<file path="src/rtl/regfile_write_port.sv">
// regfile_write_port: write side of the 32 x 32-bit register file.
// Write requests arrive over a valid/ready handshake and are buffered in a
// small FIFO (DEPTH entries, 1..8). At most one entry drains per clock into
// the register bank through a 5-to-32 one-hot decoder. The bank is exported
// flat on Q (register k = Q[32k+31:32k]) to feed the read multiplexer.
//
// Handshake (W_valid / W_ready):
//   - A push happens at a rising edge when W_valid && W_ready.
//   - W_ready = (Count != DEPTH). It is a function of registered state only.
//     There is no path from W_valid, and a drain in the same cycle does not
//     open a slot early.
//   - A requester that sees W_ready = 0 must hold W_valid, W_addr and W_data
//     stable until the push edge. A request while W_ready = 0 is ignored.
module regfile_write_port #(
  parameter int DEPTH   = 2,
  parameter bit ZERO_R0 = 1'b0
) (
  input  logic          Clk,
  input  logic          Clr_n,
  input  logic          W_valid,
  output logic          W_ready,
  input  logic [4:0]    W_addr,
  input  logic [31:0]   W_data,
  input  logic          Hold,
  output logic [31:0]   WE,
  output logic [3:0]    Count,
  output logic          Pending,
  output logic [1023:0] Q
);

  // A single-entry buffer still needs a 1-bit pointer to keep types legal;
  // it simply never leaves zero.
  localparam int              PTR_W     = (DEPTH > 1) ? $clog2(DEPTH) : 1;
  localparam logic [PTR_W-1:0] LAST_PTR = PTR_W'(DEPTH - 1);
  localparam logic [3:0]       DEPTH_CNT = 4'(DEPTH);

  typedef struct packed {
    logic [4:0]  addr;
    logic [31:0] data;
  } entry_t;

  entry_t           buf_mem [DEPTH];
  logic [PTR_W-1:0] wr_ptr;
  logic [PTR_W-1:0] rd_ptr;
  logic [3:0]       count_q;
  logic [31:0]      bank [32];

  entry_t           head;
  logic             full;
  logic             empty;
  logic             push;
  logic             pop;
  logic             drop_write;
  logic [31:0]      dec;

  // Pointers wrap explicitly at DEPTH-1 so non-power-of-2 depths are correct.
  function automatic logic [PTR_W-1:0] ptr_inc(input logic [PTR_W-1:0] p);
    if (p == LAST_PTR) begin
      return '0;
    end
    return p + 1'b1;
  endfunction

  // Buffer status and handshake decisions.
  assign full    = (count_q == DEPTH_CNT);
  assign empty   = (count_q == 4'd0);
  assign W_ready = !full;
  assign push    = W_valid && W_ready;
  assign pop     = !empty && !Hold;
  assign head    = buf_mem[rd_ptr];

  // A write to R0 in zero-register mode is popped but never reaches the bank.
  assign drop_write = ZERO_R0 && (head.addr == 5'd0);

  // 5-to-32 one-hot decode of the head entry's destination register.
  always_comb begin
    dec = '0;
    for (int i = 0; i < 32; i++) begin
      dec[i] = (head.addr == 5'(i));
    end
  end

  // The drain enable is live in the cycle the pop happens, all zero otherwise.
  assign WE = (pop && !drop_write) ? dec : 32'h0;

  assign Count   = count_q;
  assign Pending = !empty;

  // Pointer and occupancy bookkeeping; push and pop in one cycle cancel out.
  always_ff @(posedge Clk or negedge Clr_n) begin
    if (!Clr_n) begin
      wr_ptr  <= '0;
      rd_ptr  <= '0;
      count_q <= 4'd0;
    end else begin
      if (push) begin
        wr_ptr <= ptr_inc(wr_ptr);
      end
      if (pop) begin
        rd_ptr <= ptr_inc(rd_ptr);
      end
      case ({push, pop})
        2'b10:   count_q <= count_q + 4'd1;
        2'b01:   count_q <= count_q - 4'd1;
        default: count_q <= count_q;
      endcase
    end
  end

  // Entry storage. A push never lands on the slot being popped: a push needs
  // a free slot and a pop needs an occupied one.
  always_ff @(posedge Clk or negedge Clr_n) begin
    if (!Clr_n) begin
      for (int i = 0; i < DEPTH; i++) begin
        buf_mem[i] <= '0;
      end
    end else if (push) begin
      buf_mem[wr_ptr] <= '{addr: W_addr, data: W_data};
    end
  end

  // Register bank: only the register selected by WE takes the head data.
  always_ff @(posedge Clk or negedge Clr_n) begin
    if (!Clr_n) begin
      for (int i = 0; i < 32; i++) begin
        bank[i] <= 32'h0;
      end
    end else begin
      for (int i = 0; i < 32; i++) begin
        if (WE[i]) begin
          bank[i] <= head.data;
        end
      end
    end
  end

  // Flatten the bank onto Q; purely registered, no bypass from W_data.
  for (genvar k = 0; k < 32; k++) begin : g_flat
    assign Q[32*k +: 32] = bank[k];
  end

  // Occupancy never exceeds the buffer size.
  a_count_bound : assert property (@(posedge Clk) disable iff (!Clr_n)
    count_q <= DEPTH_CNT);

  // At most one register is written per cycle.
  a_we_onehot : assert property (@(posedge Clk) disable iff (!Clr_n)
    $onehot0(WE));

endmodule

</file>
<file path="config.mk">
export PLATFORM = sky130hd
export DESIGN_NAME = regfile_write_port
export DESIGN_NICKNAME = d
export VERILOG_FILES = /design/src/rtl/regfile_write_port.sv
export SDC_FILE = /design/constraint.sdc
export NUM_CORES = 2
export LEC_CHECK = 0
export CORE_AREA = 2 2 425 427
export CTS_BUF_LIST = sky130_fd_sc_hd__clkbuf_4 sky130_fd_sc_hd__clkbuf_8
export CTS_CLUSTER_DIAMETER = 200
export DETAILED_ROUTE_END_ITERATION = 12
export DIE_AREA = 0 0 427 429
export MAX_ROUTING_LAYER = met4
export REMOVE_ABC_BUFFERS = 1
export SKIP_CTS_REPAIR_TIMING = 1
export SLEW_MARGIN = 15
export SYNTH_ARGS = -nofsm -noshare
export SYNTH_HDL_FRONTEND = slang
export SYNTH_SLANG_ARGS = --single-unit
</file>
<file path="constraint.sdc">
create_clock -name Clk -period 3.6 [get_ports Clk]
set_input_delay 0.72 -clock Clk [delete_from_list [all_inputs] [get_ports Clk]]
set_output_delay 0.72 -clock Clk [all_outputs]
set_load 0.01 [all_outputs]
</file>
==> impl_metrics.py <==
metrics = {
    "clocking": {
        "insertion_delay_ns": 0.95,
        "clockBufferDepth": 3,
        "root_buffer": "clkbuf_8",
        "cts_num_sinks": 1104,
        "htree_levels": 4,
        "cts_tree": "done",
        "clk_pin_slew_ns": 0.06,
        "cts_buffers": 191,
    },
    "setup_path": {
        "cpMaxStageDelayCell": "dfrtp_4",
        "critPathMostFrequentCell": "buf_6",
        "critPathCaptureType": "output port",
        "crit_chain": "buf_6 -> o32ai_4 -> buf_12 -> buf_6 -> buf_4 -> nand3_4 -> inv_4 -> clkbuf_2",
        "cp.required_ns": 2.88,
        "cp.arrival_ns": 2.75,
        "max_stage_delay_ns": 0.53,
        "r2r_cells": 5,
        "worstSetupPathType": "flip-flop to output port",
        "worstPathMaxFanout": 8,
        "startpoint_type": "flip-flop",
    },
    "synthesis": {
        "avgSynthCellArea_sq_um": 16.6,
        "synth.distinct_cells": 37,
        "syn_area_sq_mm": 0.0424,
        "yosys.area.top_type_share_pct": 65.1,
        "postSynthCellCount": 2556,
        "synth_edf_count": 0,
        "ys_seq_area_share_pct": 65.1,
        "synthArstFlopShare_pct": 100,
        "ys_dominant_reg_cell": "dfrtp_1",
        "yosysWarningCount": 0,
        "ys_seq_elements": 1104,
        "synthTopCellsByArea": "dfrtp_1 (65%), mux2_2 (29%), mux2_1 (1.4%)",
        "synth_top_area_cell": "dfrtp_1",
    },
    "cells_and_area": {
        "seq_area_sq_mm": 0.0276,
        "drive_above_1_share_pct": 41.9,
        "nets": 3872,
        "fillers": 17400,
        "multi_input_area_sq_mm": 0.0137,
        "final_area_sq_mm": 0.0617,
        "area_growth_pct": 45.3,
        "final_cells": 6344,
    },
    "place": {
        "place_congestion": 0.784,
        "io_buffers": 1102,
        "dpl_cell_area_sq_mm": 0.0568,
        "dp_cells": 5939,
        "hpwlAfterDp_um": 124000,
    },
    "sta": {
        "hold_violations": 0,
        "rsz0062_at_grt": "true",
        "finalSetupViolCount": 0,
        "hold_ws_ns": 0.438,
        "drv_slew": 0,
        "fin_skew_ns": 0.0448,
        "tightestPinTransition_ns": 1.14,
        "finalCritPeriodShare_pct": 96.4,
        "fin_crit_ns": 3.47,
        "slew_headroom_pct": 24.1,
        "fmaxAchievable_ghz": 0.288,
    },
    "floorplanning": {
        "floorplan.initialDensity_pct": 23.8,
        "die_y_um": 429,
        "core_sq_mm": 0.178,
        "dieArea_sq_mm": 0.183,
        "num_rows": 155,
        "ioPinCount": 1103,
        "fp.dieW_um": 427,
    },
    "flow_run": {
        "drv_cap": 0,
    },
    "grt": {
        "top_usage_layer": "met2",
        "grt-ovfl-total": 0,
        "met2_usage_pct": 32.4,
        "gr-usage-met3_pct": 4.68,
        "track_usage_pct": 19.5,
        "grt_max_degree": 85,
        "antenna_found_initial": 26,
        "grt_pass1_vias": 28300,
        "grtUsageMet1_pct": 22.7,
        "grt_pass1_wl_um": 239000,
    },
    "route": {
        "via_per_inst": 4.37,
        "drt.antenna.violating_nets": 0,
        "first_pass_iters": 5,
        "wl_per_cell_um": 28.1,
        "wirelength_um": 178000,
        "drt_iter0_drc": 1260,
        "num_vias": 27700,
        "drc": 0,
    },
    "outcome": {
        "status": "finished, final reports clean",
    },
    "power_and_ir_drop": {
        "p_per_area_mw_per_mm2": 1030,
        "power_mw": 63.5,
        "irDropWorstVdd_uv": 623,
        "leakage_nw": 28.5,
    },
    "worst_hold_path": {
        "min_path_type": "input pin to asynchronous set/reset pin",
    },
}
[kinds of logic after synthesis]
family                   count (synthesis)  share of synthesized area [%]
flip-flops                            1104                           65.1
multiplexers                          1132                           30.1
AO/OA/AOI/OAI                           10                          0.351
AND/OR/NAND/NOR                         55                           1.52
XOR/XNOR                                 7                          0.144
adder cells (fa/ha/maj)                  3                         0.0885
buffers and inverters                  245                           2.74
[synth_stat cells, types with 3 or more instances]
cell         n
dfrtp_1   1104
mux2_2    1078
clkbuf_1    96
buf_2       78
mux2_1      53
inv_1       37
buf_4       31
nand3_4     22
nand3_2     11
nor2_1       4
xor2_1       4
ha_1         3
nand2_1      3
nand2b_1     3
xnor2_1      3
[where the power goes]
part | switching [mW] | internal (mW)
combinational | 16.7 | 14.3
clock | 5.42 | 6.84
sequential | 2.68 | 17.5
total | 24.8 | 38.7
[cells in the final DEF (no fill, tap or decap), drive strengths merged, types with 5 or more instances in the layout]
cell	count
mux2	1131
dfrtp	1104
clkdlybuf4s50	1069
clkbuf	306
buf	188
inv	49
nand3	35
dlymetal6s2s	25
diode	21
clkinv	12
nor2	5
[final cells by class]
cell class              instances  share of cell area, %
repair buffers               1287                   21.2
inverters                      37                  0.229
clock inverters                31                  0.568
well taps                    2355                   4.78
multi-input cells            1207                   22.3
flip-flops and latches       1104                   44.8
clock buffers                 302                   6.07
diodes                         21                 0.0852
[path summary, 6_finish.rpt]
check	from	endpoint	slack, ns
worst max-delay path	rd_ptr$_DFFE_PN0P_	WE[1]	0.13
worst min-delay path	Clr_n	Q[190]$_DFFE_PN0P_	0.44
worst max register to register	rd_ptr$_DFFE_PN0P_	Q[990]$_DFFE_PN0P_	0.74
worst min register to register	Q[1006]$_DFFE_PN0P_	Q[1006]$_DFFE_PN0P_	0.49
max in group asynchronous	Clr_n	Q[695]$_DFFE_PN0P_	2.07
min in group Clk	W_data[31]	buf_mem[31]$_DFFE_PN0P_	0.45
[per-stage QoR]
stage | worst slack (ns) | TNS (ns) | utilization, %
floorplan | -3.39 | -1421.57 | -
global placement | 0.163 | 0 | 31.9
detailed placement | 0.162 | 0 | 31.9
CTS | -0.646 | -14.68 | 34.2
global route | -0.0688 | -0.337 | 34.6
finish | 0.129 | 0 | 34.6
[routing by layer]
metal	share of wire (%)	wire length [um]
met5	0	0
met4	3.5	6300
met3	6.6	11800
met2	51	90700
met1	39	69600
[worst max-delay path, delay by kind of cell (launching register included)]
kind | cells | cell delay [ns]
simple gates | 1 | 0.09
buf+inv | 6 | 0.80
flops | 1 | 0.53
compound gates | 1 | 0.40
[state kept, by name, indices dropped and copies added, names as in the netlist]
signal,count
Q,1024
wr_ptr,1
Count,4
rd_ptr,1
buf_mem,74
No activity file was read; power rests on OpenSTA's default activity.
